**config.mk**
```make
export PLATFORM = sky130hd
export DESIGN_NAME = uart_rx
export DESIGN_NICKNAME = d
export VERILOG_FILES = /design/src/rtl/uart_pkg.sv /design/src/rtl/uart_baud_tick.sv /design/src/rtl/uart_rx.sv
export SDC_FILE = /design/constraint.sdc
export NUM_CORES = 1
export LEC_CHECK = 0
export CORE_ASPECT_RATIO = 1.2
export CORE_MARGIN = 1
export CORE_UTILIZATION = 30
export DETAILED_ROUTE_END_ITERATION = 16
export HOLD_SLACK_MARGIN = 0.03
export SLEW_MARGIN = 5
export SYNTH_ARGS = -nofsm -noshare
export SYNTH_HDL_FRONTEND = slang
export SYNTH_SLANG_ARGS = --single-unit
```
**constraint.sdc**
```tcl
create_clock -name clk -period 2 [get_ports clk]
set_clock_uncertainty 0.1 [all_clocks]
set_input_delay 0.4 -clock clk [delete_from_list [all_inputs] [get_ports clk]]
set_output_delay 0.4 -clock clk [all_outputs]
set_load 0.03 [all_outputs]
```
**src/rtl/uart_pkg.sv**
```systemverilog
// Shared UART definitions: receiver/transmitter state names, default
// oversampling factor and the baud divider calculation.
package uart_pkg;

  typedef enum logic [1:0] {
    IDLE  = 2'd0,
    START = 2'd1,
    DATA  = 2'd2,
    STOP  = 2'd3
  } uart_state_e;

  localparam int OVERSAMPLE_DEFAULT = 16;

  // round(clk_hz / (baud * oversample)), never below 1
  function automatic int calc_div(input int clk_hz, input int baud, input int oversample);
    longint den;
    longint q;
    den = longint'(baud) * longint'(oversample);
    q   = (longint'(clk_hz) + den / 2) / den;
    return (q < 1) ? 1 : int'(q);
  endfunction

endpackage

```
**src/rtl/uart_baud_tick.sv**
```systemverilog
// Sample-tick divider: tick is high one cycle in every DIV; restart
// realigns the count so the next tick lands DIV cycles later.
module uart_baud_tick #(
  parameter int DIV = 1
) (
  input  logic clk,
  input  logic rst,
  input  logic restart,
  output logic tick
);

  localparam int CW = (DIV > 1) ? $clog2(DIV) : 1;

  logic [CW-1:0] cnt;

  assign tick = (cnt == CW'(DIV - 1));

  always_ff @(posedge clk) begin
    if (rst || restart) begin
      cnt <= '0;
    end else if (tick) begin
      cnt <= '0;
    end else begin
      cnt <= cnt + 1'b1;
    end
  end

endmodule

```
**src/rtl/uart_rx.sv**
```systemverilog
// 8N1 UART receiver with oversampled mid-bit sampling, a one-entry holding
// register, frame error pulse and sticky overrun flag.
module uart_rx
  import uart_pkg::*;
#(
  parameter int CLK_HZ     = 16_000_000,
  parameter int BAUD       = 115_200,
  parameter int OVERSAMPLE = OVERSAMPLE_DEFAULT
) (
  input  logic        clk,
  input  logic        rst,
  input  logic        uart_rxd,
  output logic [7:0]  rx_data,
  output logic        rx_valid,
  input  logic        rx_ready,
  output logic        frame_err,
  output logic        overrun,
  output uart_state_e rx_state
);

  localparam int DIV = calc_div(CLK_HZ, BAUD, OVERSAMPLE);
  localparam int TW  = (OVERSAMPLE > 2) ? $clog2(OVERSAMPLE) : 1;
  localparam logic [TW-1:0] MID_TICK  = TW'(OVERSAMPLE / 2 - 1);
  localparam logic [TW-1:0] LAST_TICK = TW'(OVERSAMPLE - 1);

  logic [1:0]    sync;
  logic          rxs;
  logic          rxs_d;
  logic          fall_edge;
  logic          restart;
  logic          tick;
  uart_state_e   state;
  logic [TW-1:0] tick_cnt;
  logic [2:0]    bit_cnt;
  logic [7:0]    shift;

  assign rxs       = sync[1];
  // Edge-triggered start: after a low stop bit the line must go high again
  // before a new frame can begin.
  assign fall_edge = rxs_d & ~rxs;
  assign restart   = (state == IDLE) && fall_edge;
  assign rx_state  = state;

  uart_baud_tick #(.DIV(DIV)) u_baud_tick (
    .clk     (clk),
    .rst     (rst),
    .restart (restart),
    .tick    (tick)
  );

  // Handshake: rx_data is offered while rx_valid=1 and is consumed on any
  // clock where rx_valid and rx_ready are both 1; a byte completing in that
  // same clock replaces it and rx_valid stays high.
  always_ff @(posedge clk) begin
    if (rst) begin
      sync      <= 2'b11;
      rxs_d     <= 1'b1;
      state     <= IDLE;
      tick_cnt  <= '0;
      bit_cnt   <= '0;
      shift     <= '0;
      rx_data   <= '0;
      rx_valid  <= 1'b0;
      frame_err <= 1'b0;
      overrun   <= 1'b0;
    end else begin
      sync      <= {sync[0], uart_rxd};
      rxs_d     <= rxs;
      frame_err <= 1'b0;
      if (rx_valid && rx_ready) rx_valid <= 1'b0;
      case (state)
        IDLE: begin
          if (fall_edge) begin
            state    <= START;
            tick_cnt <= '0;
          end
        end
        START: begin
          if (tick) begin
            if (tick_cnt == MID_TICK) begin
              tick_cnt <= '0;
              bit_cnt  <= '0;
              state    <= rxs ? IDLE : DATA;
            end else begin
              tick_cnt <= tick_cnt + 1'b1;
            end
          end
        end
        DATA: begin
          if (tick) begin
            if (tick_cnt == LAST_TICK) begin
              tick_cnt <= '0;
              shift    <= {rxs, shift[7:1]};
              bit_cnt  <= bit_cnt + 1'b1;
              if (bit_cnt == 3'd7) state <= STOP;
            end else begin
              tick_cnt <= tick_cnt + 1'b1;
            end
          end
        end
        STOP: begin
          if (tick) begin
            if (tick_cnt == LAST_TICK) begin
              tick_cnt <= '0;
              state    <= IDLE;
              if (!rxs) begin
                frame_err <= 1'b1;
              end else if (!rx_valid || rx_ready) begin
                rx_data  <= shift;
                rx_valid <= 1'b1;
              end else begin
                overrun <= 1'b1;
              end
            end else begin
              tick_cnt <= tick_cnt + 1'b1;
            end
          end
        end
        default: state <= IDLE;
      endcase
    end
  end

endmodule

```
==> reports/metrics.csv, run 1 <==
metric,value,unit
ANT cells,0,
Slew @ Worst Pin,0.398,ns
First-pass DRT Iterations,4,
Crit. End Element,output pin,
slowest library cell on the worst path,clkdlybuf4s50_1,
Hold Path Class,flip-flop to flip-flop,
worst path cell trace,clkdlybuf4s50_1,
outcome,"finished, final reports clean",
worst reg2reg endpoint,rx_data[6],
crit-path leading delay family,buffers and inverters,
Final #Nets,181,
VDD IR max,0.297,mV
Gate Count Post-Synth,149,
routability cong.,0.735,
CP arrival,1.42,ns
buffer depth of the longest clock path,2,
Die Area,0.00527,mm^2
P&R area growth vs syn,22.1,%
Seq. cell area,701,um^2
CP Depth,1,
number of global-route vias before repair,1028,
Total Routed Length,2630,um
Synth Warn #,0,
Die W,66.4,um
reg2reg setup slack,0.23,ns
CTS sink cnt,35,
Max Cap Violations,0,
P per Cell Area,679,mW/mm^2
crit path kind,flip-flop to output pin,
max-slew violation count,0,
CP endpoint,rx_state[1],
post-layout util,38.8,%
Slew headroom,73.3,%
clk slew on worst S/H paths,0.06,ns
Startpoint Class,flip-flop,
Post-CTS Setup Bufs,0,
CP Buf/Inv Count,1,
initial antenna violation count,0,
FMAX,521,MHz
gr ovfl total,0,
"Top FF cell, synth",dfxtp_1,
"antenna viol nets, final",0,
#FFs+latches synth,35,
endpoints failing setup,0,
post-route cell area,0.00182,mm^2
Post-DP Area,0.00175,mm^2
ys async rst share,0,%
sequential area share after synthesis,46.9,%
peak fanout along the critical path,5,
reg-to-reg startpoint,tick_cnt[0],
Final period util,96.0,%
syn nets,158,
vias per cell,4.65,
Worst Path Required,1.50,ns
path depth of the worst reg2reg path,6,
total negative slack,0,ns
initial core utilization,31.8,%
IO buf count,16,
# IOs,17,
die height,79.3,um
Mapped Area,0.00149,mm^2
clk_lat worst skew,0.29,ns
# DRC,0,
layout cells sized above 1,14.0,%
Pleak,0.000639,uW
GRT Total Usage,11.3,%
Post-Syn Area per Cell,10.0,um^2
routed len/inst,11.5,um
CP peak stage delay,0.71,ns
core area,0.00470,mm^2
Detail Placement HPWL,1820,um
"commonest non-fill, non-tap cell in the layout",dfxtp_1,
Post-Place Setup Slack,0.0201,ns
Setup WS post-layout,0.0810,ns
H-Tree Level Count,2,
clock root buffer,clkbuf_8,
Tmin final,1.92,ns
Placement Rows,27,
multi-input logic area,719,um^2
"commonest cells after routing, fill and taps aside","dfxtp_1 (35), nor2_1 (27), mux2i_1 (17)",
RSZ-0062 raised after global routing,false,
number of library cell types mapped by synthesis,33,
TritonCTS buffer count,5,
largest net degree at the start of global routing,31,
First DRT Iteration DRCs,30,
Fin. Hold Viols,0,
TritonCTS clock tree,built,
first-pass GRT wire length,4490,um
Fillers,477,
"EDFF count, synth",0,
DR vias,1065,
-- cell families after synthesis --
kind of cell | Yosys count | share of synthesized area [%]
buffers and inverters | 12 | 5.36
adder cells (fa/ha/maj) | 5 | 4.19
XOR/XNOR | 4 | 2.35
multiplexers | 17 | 11.4
flip-flops | 35 | 46.9
AND/OR/NAND/NOR | 63 | 23.7
AO/OA/AOI/OAI | 13 | 6.11
-- power by group --
group	leakage [uW]	total, uW	switching, uW	internal [uW]
clock network	0.0000361	470	240	231
logic	0.000320	53.0	27.4	25.6
registers	0.000283	715	9.05	706
-- state kept, by name, summed over array words and instances, names as in the netlist, 2 cells and up, named ones only --
signal           flops
u_baud_tick.cnt      4
rx_data              8
sync                 2
tick_cnt             4
bit_cnt              3
shift                8
-- layout make-up --
cell class / count / share of cell area, %
Tap cell: 58 / 3.98
Clock buffer: 5 / 3.77
Sequential cell: 35 / 38.4
Clock inverter: 1 / 0.412
Timing Repair Buffer: 23 / 13.0
Inverter: 5 / 1.03
Multi-Input combinational cell: 102 / 39.4
-- layer usage --
metal  routed length [um]  track usage (%)  vias up
met5                    0                0        -
li1                     -                -      552
met3                   98             3.88        5
met2                 1190             17.7       15
met1                 1270             13.6      493
met4                   65             5.74        0
-- cell usage after synthesis, types with 2 or more instances --
master	n	area, um^2
nor3_1	3	15.0
a21oi_1	5	25.0
nand2b_1	5	31.3
ha_1	5	62.6
nor4_1	2	12.5
nand3_1	5	25.0
a31oi_1	2	12.5
nor2_1	27	101
xor2_1	2	17.5
buf_2	3	15.0
buf_6	3	33.8
mux2i_1	17	170
nand2_1	5	18.8
inv_1	5	18.8
xnor2_1	2	17.5
nand4_1	3	18.8
dfxtp_1	35	701
or2_2	4	25.0
a221oi_1	2	17.5
-- worst min-delay path by stage --
stage	startpoint	end	slack [ns]	cells past startpoint
final	sync[0]	sync[1]	0.31	1
after global routing	sync[0]	sync[1]	0.32	1
after CTS	sync[0]	sync[1]	0.31	1
after detailed placement	sync[0]	sync[1]	0.30	1
after global placement	sync[0]	sync[1]	0.30	1
after floorplan	sync[0]	sync[1]	0.29	1
-- per-stage QoR --
step                      hold WS [ns]  instances  total power [uW]
after CTS                        0.311        229              1260
after global placement           0.298        223               784
after global routing             0.325        229              1280
after detailed placement         0.296        223               785
final                            0.310        229              1240
after floorplan                  0.289        149               768
-- what timing repair did --
item / 4_1_cts / 5_1_grt
setup endpoints to repair: 1 / 0
hold buffers: 0 / 0
gates resized for setup: 1 / 0
(Power assumes the default switching activity.)
==> inputs of run 2 (changes only) <==
--- a/config.mk
+++ b/config.mk
@@ -10,6 +10,7 @@
 export CORE_UTILIZATION = 30
 export DETAILED_ROUTE_END_ITERATION = 16
 export HOLD_SLACK_MARGIN = 0.03
+export PLACE_DENSITY = 0.53
 export SLEW_MARGIN = 5
 export SYNTH_ARGS = -nofsm -noshare
 export SYNTH_HDL_FRONTEND = slang
==> reports/metrics.csv, run 2 (synthesis results as in run 1) <==
metric,value,unit,change
Slew headroom,73.8,%,was 73.3%
GRT Total Usage,12.8,%,was 11.3%
total negative slack,0,ns,unchanged
Worst Path Required,2.08,ns,was 1.50 ns
core area,0.00470,mm^2,unchanged
endpoints failing setup,0,,unchanged
clk slew on worst S/H paths,0.08,ns,was 0.06 ns
Final period util,91.6,%,was 96.0%
DR vias,1088,,was 1065
gr ovfl total,0,,unchanged
Pint,1100,uW,was 962 uW
combinational power share,3.6,%,was 4.3%
Startpoint Class,flip-flop,,unchanged
crit path kind,flip-flop to flip-flop,,was flip-flop to output pin
ANT cells,0,,unchanged
clk_lat worst skew,0.29,ns,about the same
Psw,305,uW,was 276 uW
biggest regs,"rx_data: 8 flops, shift: 8 flops",,unchanged
slowest library cell on the worst path,dfxtp_1,,was clkdlybuf4s50_1
sw frac,21.7,%,was 22.3%
layout cells sized above 1,14.6,%,was 14.0%
FMAX,546,MHz,was 521 MHz
Reg power frac,50.9,%,was 57.7%
IO buf count,16,,unchanged
Final #Nets,179,,was 181
"antenna viol nets, final",0,,unchanged
first-pass GRT wire length,5070,um,was 4490 um
die height,79.3,um,unchanged
Hold Path Class,flip-flop to flip-flop,,unchanged
"commonest cells after routing, fill and taps aside","dfxtp_1 (35), nor2_1 (27), mux2i_1 (17)",,unchanged
number of global-route vias before repair,1080,,was 1028
Crit. End Element,flip-flop,,was output pin
Post-Place Setup Slack,-0.0267,ns,was 0.0201 ns
Total Routed Length,2920,um,was 2630 um
# DRC,0,,unchanged
peak fanout along the critical path,8,,was 5
Detail Placement HPWL,2070,um,was 1820 um
"commonest non-fill, non-tap cell in the layout",dfxtp_1,,unchanged
Post-CTS Hold Buffers,0,,unchanged
largest net degree at the start of global routing,19,,was 31
TritonCTS buffer count,5,,unchanged
Hold Path Depth,1,,unchanged
Pleak,0.000640,uW,was 0.000639 uW
CTS sink cnt,35,,unchanged
Fin. Hold Viols,0,,unchanged
outcome,"finished, final reports clean",,unchanged
VDD IR max,0.341,mV,was 0.297 mV
buffer depth of the longest clock path,2,,unchanged
initial core utilization,31.8,%,unchanged
vias per cell,4.75,,was 4.65
initial antenna violation count,0,,unchanged
clock network power share,45.5,%,was 38.0%
Setup WS post-layout,0.168,ns,was 0.0810 ns
First-pass DRT Iterations,4,,unchanged
Post-CTS Setup Bufs,0,,unchanged
# IOs,17,,unchanged
Post-DP Area,0.00171,mm^2,was 0.00175 mm^2
CP arrival,1.91,ns,was 1.42 ns
RSZ-0062 raised after global routing,false,,unchanged
clock root buffer,clkbuf_8,,unchanged
P per Cell Area,771,mW/mm^2,was 679 mW/mm^2
First DRT Iteration DRCs,41,,was 30
Placement Rows,27,,unchanged
max-slew violation count,0,,unchanged
worst path cell trace,"ha_2, nand3_2, nor4_4, buf_4, mux2i_1, nor2_1",,was clkdlybuf4s50_1
Max Cap Violations,0,,unchanged
TritonCTS clock tree,built,,unchanged
Die W,66.4,um,unchanged
Slew @ Worst Pin,0.390,ns,was 0.398 ns
post-route cell area,0.00182,mm^2,about the same
Tmin final,1.83,ns,was 1.92 ns
path depth of the worst reg2reg path,6,,unchanged
CP peak stage delay,0.38,ns,was 0.71 ns
Pwr Total,1400,uW,was 1240 uW
Die Area,0.00527,mm^2,unchanged
P&R area growth vs syn,22.0,%,was 22.1%
routed len/inst,12.8,um,was 11.5 um
hold slack,0.320,ns,was 0.310 ns
H-Tree Level Count,2,,unchanged
routability cong.,0.692,,was 0.735
-- run 2: changes by cell type in the layout (fill, tap and decap cells not counted), sizes merged --
cell,previous run,this run
clkinv,0,2
clkinvlp,1,0
bufinv,0,1
buf,7,5
-- run 2: worst max-delay path: cells and delay by family (launching register included) --
family / cells / cell delay (ns)
and+or+nand+nor: 3 / 0.51
buffers and inverters: 1 / 0.23
muxes: 1 / 0.23
DFF: 1 / 0.38
adders and majority gates: 1 / 0.26
-- run 2: worst paths after layout --
check                                  from          to  slack [ns]
worst max-delay path            tick_cnt[0]  rx_data[3]        0.17
worst min-delay path                sync[0]     sync[1]        0.32
worst max register to register  tick_cnt[0]  rx_data[3]        0.17
worst min register to register      sync[0]     sync[1]        0.32
-- run 2: routing by layer --
layer	routed length [um]	GRT usage, %	vias to the layer above
met2	1440	20.8	19
met4	49	5.11	0
met1	1340	15.7	512
met3	96	3.59	5
li1	-	-	552
met5	0	0	-
-- run 2: repair_timing --
item                       4_1_cts  5_1_grt
hold endpoints to repair         0        0
gates resized for setup          1        1
setup endpoints to repair        1        1
-- run 2: power by group through the flow --
stage	sequential, uW	clock, uW	combinational (uW)
2_1_floorplan	729	0	38.7
3_3_place_gp	730	0	49.4
3_5_place_dp	731	0	51.2
4_1_cts	715	665	50.7
5_1_grt	716	689	56.2
6_report	715	640	50.0
-- run 2: final cells by class --
class,instances,area (um^2)
clock inverters,3,43.8
flip-flops and latches,35,701
repair buffers,21,196
well taps,58,72.6
fillers,468,2870
inverters,5,18.8
multi-input cells,102,722
clock buffers,5,68.8
-- run 2: through the flow --
stage | cells | utilization, %
2_1_floorplan | 149 | -
3_3_place_gp | 221 | 36.4
3_5_place_dp | 221 | 36.4
4_1_cts | 229 | 38.8
5_1_grt | 229 | 38.8
6_report | 229 | 38.8
==> inputs of run 3 (changes only) <==
--- a/config.mk
+++ b/config.mk
@@ -9,8 +9,9 @@
 export CORE_MARGIN = 1
 export CORE_UTILIZATION = 30
 export DETAILED_ROUTE_END_ITERATION = 16
+export DONT_BUFFER_PORTS = 1
 export HOLD_SLACK_MARGIN = 0.03
-export PLACE_DENSITY = 0.53
+export PLACE_DENSITY = 0.49
 export SLEW_MARGIN = 5
 export SYNTH_ARGS = -nofsm -noshare
 export SYNTH_HDL_FRONTEND = slang
==> reports/metrics.csv, run 3 (synthesis results as in run 1) <==
metric,value,unit,change
TritonCTS clock tree,built,,unchanged
die height,79.3,um,unchanged
FMAX,561,MHz,was 546 MHz
quantity of gates resized following cts,0,,was 1
clk_lat worst skew,0.29,ns,about the same
number of global-route vias before repair,994,,was 1080
Final period util,89.1,%,was 91.6%
# IOs,17,,unchanged
core area,0.00470,mm^2,unchanged
Hold Path Class,input pin to flip-flop,,was flip-flop to flip-flop
CP arrival,1.87,ns,was 1.91 ns
post-layout util,35.2,%,was 38.8%
Crit. End Element,flip-flop,,unchanged
max-slew violation count,0,,unchanged
routability cong.,0.746,,was 0.692
# DRC,0,,unchanged
CTS sink cnt,35,,unchanged
P per Cell Area,758,mW/mm^2,was 771 mW/mm^2
Placement Rows,27,,unchanged
P&R area growth vs syn,10.6,%,was 22.0%
biggest regs,"rx_data: 8 flops, shift: 8 flops",,unchanged
clock root buffer,clkbuf_8,,unchanged
vias per cell,4.79,,was 4.75
RSZ-0062 raised after global routing,false,,unchanged
Slew @ Worst Pin,0.415,ns,was 0.390 ns
Die W,66.4,um,unchanged
fin cells,215,,was 229
buffer depth of the longest clock path,2,,unchanged
GRT Total Usage,11.8,%,was 12.8%
outcome,"finished, final reports clean",,unchanged
ANT cells,0,,unchanged
total negative slack,0,ns,unchanged
largest net degree at the start of global routing,32,,was 19
"commonest cells after routing, fill and taps aside","dfxtp_1 (35), nor2_1 (27), mux2i_1 (17)",,unchanged
Die Area,0.00527,mm^2,unchanged
crit path kind,flip-flop to flip-flop,,unchanged
clk slew on worst S/H paths,0.07,ns,was 0.08 ns
Total Routed Length,2760,um,was 2920 um
Post-CTS Hold Buffers,0,,unchanged
Tmin final,1.78,ns,was 1.83 ns
routed len/inst,12.8,um,about the same
Slew headroom,72.1,%,was 73.8%
Worst Path Required,2.08,ns,about the same
First-pass DRT Iterations,4,,unchanged
dpl cells,207,,was 221
endpoints failing setup,0,,unchanged
IO buf count,0,,was 16
initial core utilization,31.8,%,unchanged
"commonest non-fill, non-tap cell in the layout",dfxtp_1,,unchanged
H-Tree Level Count,2,,unchanged
Pleak,0.000577,uW,was 0.000640 uW
Detail Placement HPWL,1960,um,was 2070 um
Final #Nets,165,,was 179
peak fanout along the critical path,8,,unchanged
First DRT Iteration DRCs,18,,was 41
Fin. Hold Viols,0,,unchanged
Post-CTS Setup Bufs,0,,unchanged
first-pass GRT wire length,4600,um,was 5070 um
Startpoint Class,flip-flop,,unchanged
gr ovfl total,0,,unchanged
Max Cap Violations,0,,unchanged
"antenna viol nets, final",0,,unchanged
VDD IR max,0.445,mV,was 0.341 mV
layout cells sized above 1,16.6,%,was 14.6%
initial antenna violation count,0,,unchanged
DR vias,1030,,was 1088
TritonCTS buffer count,5,,unchanged
run 3: cell count changes in the layout (fill, tap and decap cells not counted), sizes merged:
cell	change
clkdlybuf4s50	-15
buf	+2
clkinv	-1
clkinvlp	+2
dlygate4sd2	-1
bufinv	-1
run 3: final cells by class:
class                   instances  area [um^2]
well taps                      58         72.6
multi-input cells             102          719
flip-flops and latches         35          701
inverters                       5         18.8
clock inverters                 3         20.0
repair buffers                  7         52.6
fillers                       469         3040
clock buffers                   5         68.8
run 3: critical path, cell delays in order, from the launching register on:
cell,delay (ns)
dfxtp_1,0.38
ha_1,0.28
nand3_2,0.16
nor4_4,0.27
buf_4,0.23
mux2i_1,0.20
nor2_1,0.06
run 3: final timing paths:
check | cells past startpoint | from | slack (ns) | end
hold / removal | 1 | rst | 0.08 | tick_cnt[3]
setup / recovery | 6 | tick_cnt[0] | 0.22 | rx_data[5]
setup reg to reg | 6 | tick_cnt[0] | 0.22 | rx_data[5]
hold reg to reg | 1 | sync[0] | 0.31 | sync[1]
run 3: routing by layer:
metal,global-route usage (%),up-vias,wire [um]
met5,0,-,0
met2,19.4,17,1350
met4,5.74,0,61
met3,4.60,5,154
li1,-,525,-
met1,13.0,483,1200
run 3: where the power goes:
group	total [uW]	switching, uW	internal [uW]
clock network	504	262	242
logic	34.4	17.4	17.0
registers	714	8.88	705
total	1250	288	964
run 3: through the flow:
step / hold WS, ns / total power (uW) / cell area (um^2) / worst slack, ns
6_report: 0.0754 / 1250 / 1650 / 0.219
4_1_cts: 0.0678 / 1270 / 1650 / 0.193
2_1_floorplan: 0.289 / 768 / 1490 / 0.213
3_5_place_dp: 0.295 / 765 / 1560 / 0.197
3_3_place_gp: 0.297 / 764 / 1560 / 0.224
5_1_grt: 0.0631 / 1310 / 1650 / 0.0577
